## src/rtl/i2s_buffer_sequencer.sv

```systemverilog
// Record/playback sequencer for an I2S sample buffer: arms on a start edge, records DEPTH
// samples from the frame boundary, waits for the RAM to report the buffer, then plays it back.
module i2s_buffer_sequencer #(
  parameter int DEPTH   = 1024,
  parameter int TIMEOUT = 4096,
  localparam int CNT_W  = $clog2(DEPTH + 1),
  localparam int TO_W   = $clog2(TIMEOUT + 1)
) (
  input  logic             clk_i,
  input  logic             rst_ni,
  input  logic             start_i,
  input  logic             abort_i,
  input  logic             frame_start_i,
  input  logic             sample_ready_i,
  input  logic             wr_ready_i,
  output logic             wr_valid_o,
  input  logic             buffer_ready_i,
  input  logic             rd_valid_i,
  input  logic             tx_ready_i,
  output logic             rd_ready_o,
  output logic [2:0]       state_o,
  output logic [CNT_W-1:0] wr_count_o,
  output logic [CNT_W-1:0] rd_count_o,
  output logic             busy_o,
  output logic             done_o,
  output logic             overrun_o,
  output logic             timeout_o
);

  typedef enum logic [2:0] {
    IDLE     = 3'd0,
    ARM      = 3'd1,
    RECORD   = 3'd2,
    WAIT_BUF = 3'd3,
    PLAY     = 3'd4
  } state_e;

  localparam logic [CNT_W-1:0] DEPTH_C = CNT_W'(DEPTH);
  localparam logic [CNT_W-1:0] LAST_C  = CNT_W'(DEPTH - 1);
  localparam logic [TO_W-1:0]  TO_LAST = TO_W'(TIMEOUT - 1);

  // Edge detection is held off until the synchronizer and history flop carry real
  // samples, so a start_i already high at reset release never looks like a rising edge.
  logic [1:0] sync_q, sync_d;
  logic       prev_q, prev_d;
  logic [2:0] vld_pipe_q, vld_pipe_d;
  logic       start_pulse;

  always_comb begin
    sync_d     = {sync_q[0], start_i};
    prev_d     = sync_q[1];
    vld_pipe_d = {vld_pipe_q[1:0], 1'b1};
  end

  assign start_pulse = sync_q[1] & ~prev_q & vld_pipe_q[2];

  state_e           state_q, state_d;
  logic [CNT_W-1:0] wr_cnt_q, wr_cnt_d, rd_cnt_q, rd_cnt_d;
  logic [TO_W-1:0]  timer_q, timer_d;
  logic             ovr_q, ovr_d, to_q, to_d, done_q, done_d, busy_q, busy_d;

  always_comb begin
    state_d  = state_q;
    wr_cnt_d = wr_cnt_q;
    rd_cnt_d = rd_cnt_q;
    timer_d  = timer_q;
    ovr_d    = ovr_q;
    to_d     = to_q;
    done_d   = 1'b0;
    if (abort_i) begin
      state_d = IDLE;
    end else begin
      case (state_q)
        IDLE: if (start_pulse) begin
          state_d  = ARM;
          wr_cnt_d = '0;
          rd_cnt_d = '0;
          ovr_d    = 1'b0;
          to_d     = 1'b0;
        end
        ARM: if (frame_start_i) state_d = RECORD;
        RECORD: begin
          if (sample_ready_i && !wr_ready_i) ovr_d = 1'b1;
          if (sample_ready_i && wr_ready_i && wr_cnt_q != DEPTH_C) begin
            wr_cnt_d = wr_cnt_q + CNT_W'(1);
            if (wr_cnt_q == LAST_C) begin
              state_d = WAIT_BUF;
              timer_d = '0;
            end
          end
        end
        WAIT_BUF: begin
          if (buffer_ready_i) begin
            state_d = PLAY;
          end else if (timer_q == TO_LAST) begin
            state_d = IDLE;
            to_d    = 1'b1;
          end else begin
            timer_d = timer_q + TO_W'(1);
          end
        end
        PLAY: if (rd_valid_i && tx_ready_i && rd_cnt_q != DEPTH_C) begin
          rd_cnt_d = rd_cnt_q + CNT_W'(1);
          if (rd_cnt_q == LAST_C) begin
            state_d = IDLE;
            done_d  = 1'b1;
          end
        end
        default: state_d = IDLE;
      endcase
    end
    busy_d = (state_d != IDLE);
  end

  always_ff @(posedge clk_i or negedge rst_ni) begin
    if (!rst_ni) begin
      sync_q     <= '0;
      prev_q     <= 1'b0;
      vld_pipe_q <= '0;
      state_q    <= IDLE;
      wr_cnt_q   <= '0;
      rd_cnt_q   <= '0;
      timer_q    <= '0;
      ovr_q      <= 1'b0;
      to_q       <= 1'b0;
      done_q     <= 1'b0;
      busy_q     <= 1'b0;
    end else begin
      sync_q     <= sync_d;
      prev_q     <= prev_d;
      vld_pipe_q <= vld_pipe_d;
      state_q    <= state_d;
      wr_cnt_q   <= wr_cnt_d;
      rd_cnt_q   <= rd_cnt_d;
      timer_q    <= timer_d;
      ovr_q      <= ovr_d;
      to_q       <= to_d;
      done_q     <= done_d;
      busy_q     <= busy_d;
    end
  end

  assign wr_valid_o = (state_q == RECORD) & sample_ready_i;
  assign rd_ready_o = (state_q == PLAY) & tx_ready_i;
  assign state_o    = state_q;
  assign wr_count_o = wr_cnt_q;
  assign rd_count_o = rd_cnt_q;
  assign busy_o     = busy_q;
  assign done_o     = done_q;
  assign overrun_o  = ovr_q;
  assign timeout_o  = to_q;

endmodule
```

## config.mk

```make
export PLATFORM = sky130hd
export DESIGN_NAME = i2s_buffer_sequencer
export DESIGN_NICKNAME = d
export VERILOG_FILES = /design/src/rtl/i2s_buffer_sequencer.sv
export SDC_FILE = /design/constraint.sdc
export NUM_CORES = 1
export LEC_CHECK = 0
export CORE_MARGIN = 2
export CORE_UTILIZATION = 35
export CTS_BUF_LIST = sky130_fd_sc_hd__clkbuf_4 sky130_fd_sc_hd__clkbuf_8
export DETAILED_ROUTE_END_ITERATION = 16
export GPL_ROUTABILITY_DRIVEN = 0
export PLACE_DENSITY = 0.54
export SYNTH_ARGS = -nofsm -noshare
export SYNTH_HDL_FRONTEND = slang
export SYNTH_SLANG_ARGS = --single-unit
```

## constraint.sdc

```tcl
create_clock -name clk_i -period 2.32 [get_ports clk_i]
set_input_delay 0.464 -clock clk_i [delete_from_list [all_inputs] [get_ports clk_i]]
set_output_delay 0.464 -clock clk_i [all_outputs]
set_load 0.01 [all_outputs]
```

==> reports/results.txt <==
The largest incremental delay on the critical path is 530 ps, and the number of buffers inserted by port buffering is 40. For the final number of hold-violating endpoints, the log shows 0. For this design the top-level I/O count stands at 41. After synthesis, the mean cell area works out to 10.0 µm². The first global-routing pass estimated 12.1 mm of wire. TritonCTS built the clock tree. The floorplan step defined a die boundary enclosing 9150 µm². For the maximum clock frequency, the log shows 458 MHz.

The number of nets handed over by synthesis was 309. The repair_antennas step left the layout with diodes totalling 0. The number of clock buffers added by TritonCTS is 5.

The arrival time at the worst endpoint came out at 1720 ps. After floorplanning, the core was sized to cover 8180 µm². The relative area change from synthesis to final layout is 25.2%. Most common cell after layout, fill and taps aside: dfrtp_1. The run gives 33 as the number of rows created at floorplan. The signal on the critical path passes through buf_4, nor2_4, and3_1, clkdlybuf4s50_1. The worst setup path is captured at a primary output.

The shortest clock period the worst path allows after layout is 2190 ps. The initial utilization of the core area, before any placement, comes to 36.0%. The run gives 802 as the number of fill cells in the layout. The clock input transition at the sequential cells of the worst setup and hold paths is 90 ps. After detailed routing, the average wire length per cell comes to 16.1 µm. Global routing used 16.9% of the available tracks across all layers. The detail-routed via count per cell was 5.56.

Of all cell types, the one taking the most synthesized area is dfrtp_1. The top cell types in the final layout, fill and taps aside, are 48 x dfrtp_1, 38 x clkdlybuf4s50_1, 21 x nand2_1. The max-cap check violation count was 0.

In this run the power density over the cells is 481 nW/µm². The detail route stage leaves a number of antenna-violating nets equal to 0. Share of the synthesized area in the top cell type: 40.8%. Clock tree synthesis found a total of 48 sinks. In the routed design, unresolved DRC markers number 0. The residual overflow from global routing was 0. Measured on the finished design, the core utilization comes to 45.1%. The die is 95.7 µm wide. The number of instances in the synthesized netlist was 294; the static leakage was 1.50 nW. The run finished with clean final reports.

The longest clock path from root to sink contains 2 buffers. In this run the worst path has a maximum fanout of 13. The tools report the final setup violation count as 0. Startpoint type of the worst setup path: a flip-flop. Yosys mapped the design onto 65 distinct sky130hd cell types. After synthesis, flip-flops and latches occupy 40.8% of the total area. For the cell total after placement, the log shows 445. The initial DRC count was 63. The area of the mapped netlist is 2940 µm².

In the finished design, the share of the clock period the worst path needs comes to 94.2%. For the setup clock skew after layout, the log shows 8.99 ps. The number of standard cells in the final layout excluding fillers was 454. The critical path is of the flip-flop to primary output type.

After routing the design area is 3680 µm². The run gives 0 as the number of hold-repair buffers added at the cts stage. The HPWL after detailed placement is 5.25 mm. At the end of the flow, the number of nets in the layout was 363. For the detailed-router iteration count before antenna repair, the log shows 5. Post-synthesis async set-or-reset flop share: 100%. The actual transition at the worst max-transition pin came out at 669 ps. Grouping stages by cell kind, the critical path spends the most delay in buffers and inverters.

The number of antenna violations at the first check in global routing is 0, and the largest net degree at the start of global routing is 26. Clock latency on the worst-skew pair, taken at its later pin, is 300 ps. The final count of pins violating max slew is 0, and the die extent in y is 95.7 µm.

At the placement stage, the worst setup path has a slack of 39.6 ps. The number of enable-type register cells in the synthesized netlist is 0, and the worst-case register-to-register setup slack is 310 ps. Ratio of cells with drive above 1 in the final layout: 14.3%. In the synthesized netlist the dominant register cell turns out to be dfrtp_1. The run gives 55.1% as the relative slew slack.

The min-delay analysis places its worst path in the category input pin to asynchronous set/reset pin. The aggregate routed wire length came out at 7.31 mm. The number of warnings reported in the yosys synthesis log is 0. Adding up every negative setup slack in the final design gives 0 ps.

The slowest stage of the critical path belongs to the cell clkdlybuf4s50_1. After detailed placement, the total cell area comes to 3560 µm². The run gives 0.284 mV as the worst vdd rail ir drop. Yosys attributes the largest share of cell area to dfrtp_1 41%, mux2i_1 3.7%, o31ai_1 3.6%, or4_1 3.6%, a21oi_1 3.1%.

Setup repair after global routing left no endpoint under its margin. In this run the clock root is driven by a clkbuf_8. Critical path buffer and inverter count: 2. The tools report the overall via count from detail_route as 2525. For the number of global-route vias before repair, the log shows 2424. Once routing completed, OpenROAD measured the worst setup slack at 135 ps. The number of register bits inferred by synthesis is 48, and the required time of the critical path is 1860 ps. The H-tree generated during clock tree synthesis spans 2 levels.
[Yosys cell counts, drive strengths merged (5+ instances only)]
cell type	number
a21oi	19
and3	7
buf	9
dfrtp	48
ha	5
inv	13
mux2i	11
nand2	21
nand2b	8
nand3	15
nand4	9
nor2	13
nor3	5
o21ai	9
o31ai	15
or4	15
[routing by layer]
layer	vias to the layer above	global-route usage (%)	wire, µm
met2	48	27.6	3430
met1	1229	23.4	3560
li1	1241	-	-
met5	-	0	0
met4	0	3.81	62
met3	7	3.08	248
[final cells by class]
| class | count | area (µm²) | share of cell area (%) |
|---|---|---|---|
| flip-flops and latches | 48 | 1200 | 32.6 |
| well taps | 105 | 131 | 3.57 |
| repair buffers | 60 | 573 | 15.6 |
| inverters | 13 | 48.8 | 1.32 |
| multi-input cells | 220 | 1620 | 43.9 |
| clock buffers | 5 | 68.8 | 1.87 |
| clock inverters | 3 | 42.5 | 1.15 |
[stage by stage]
stage	hold slack (ps)	power (mW)
final	155	1.77
after global routing	192	1.86
after CTS	172	1.79
after detailed placement	336	1.17
after global placement	333	1.17
after floorplan	168	1.04
[state kept, by name, indices dropped and copies added, names as in the netlist]
signal,flops
timer_q,13
rd_count_o,11
wr_count_o,11
state_o,3
vld_pipe_q,3
sync_q,2
busy_o,1
done_o,1
overrun_o,1
prev_q,1
timeout_o,1
[power by group]
| part | leakage (nW) | internal [mW] | switching [mW] |
|---|---|---|---|
| Sequential | 0.643 | 0.865 | 0.0253 |
| Clock | 0.0541 | 0.319 | 0.296 |
| Combinational | 0.807 | 0.126 | 0.140 |
[worst paths after layout]
path | from | endpoint | cells after the start
setup reg to reg | rd_count_o[0] | rd_count_o[9] | 7
max in group asynchronous | rst_ni | overrun_o | 2
min in group clk_i | sync_q[0] | sync_q[1] | 0
hold reg to reg | sync_q[0] | sync_q[1] | 0
setup / recovery | state_o[0] | rd_ready_o | 4
hold / removal | rst_ni | timer_q[10] | 1
[kinds of logic after synthesis]
kind of cell	share of synthesized area, %
DFF	40.8
and+or+nand+nor	29.6
adders and majority gates	2.13
buffers and inverters	4.17
other	0.127
muxes	4.13
AOI/OAI and AO/OA	19.1
[what timing repair did]
action | CTS | global route
endpoints found under the setup margin | 0 | 2
setup buffers | 0 | 1
gates resized for setup | 0 | 1
Power figures use the tool's default switching activity.
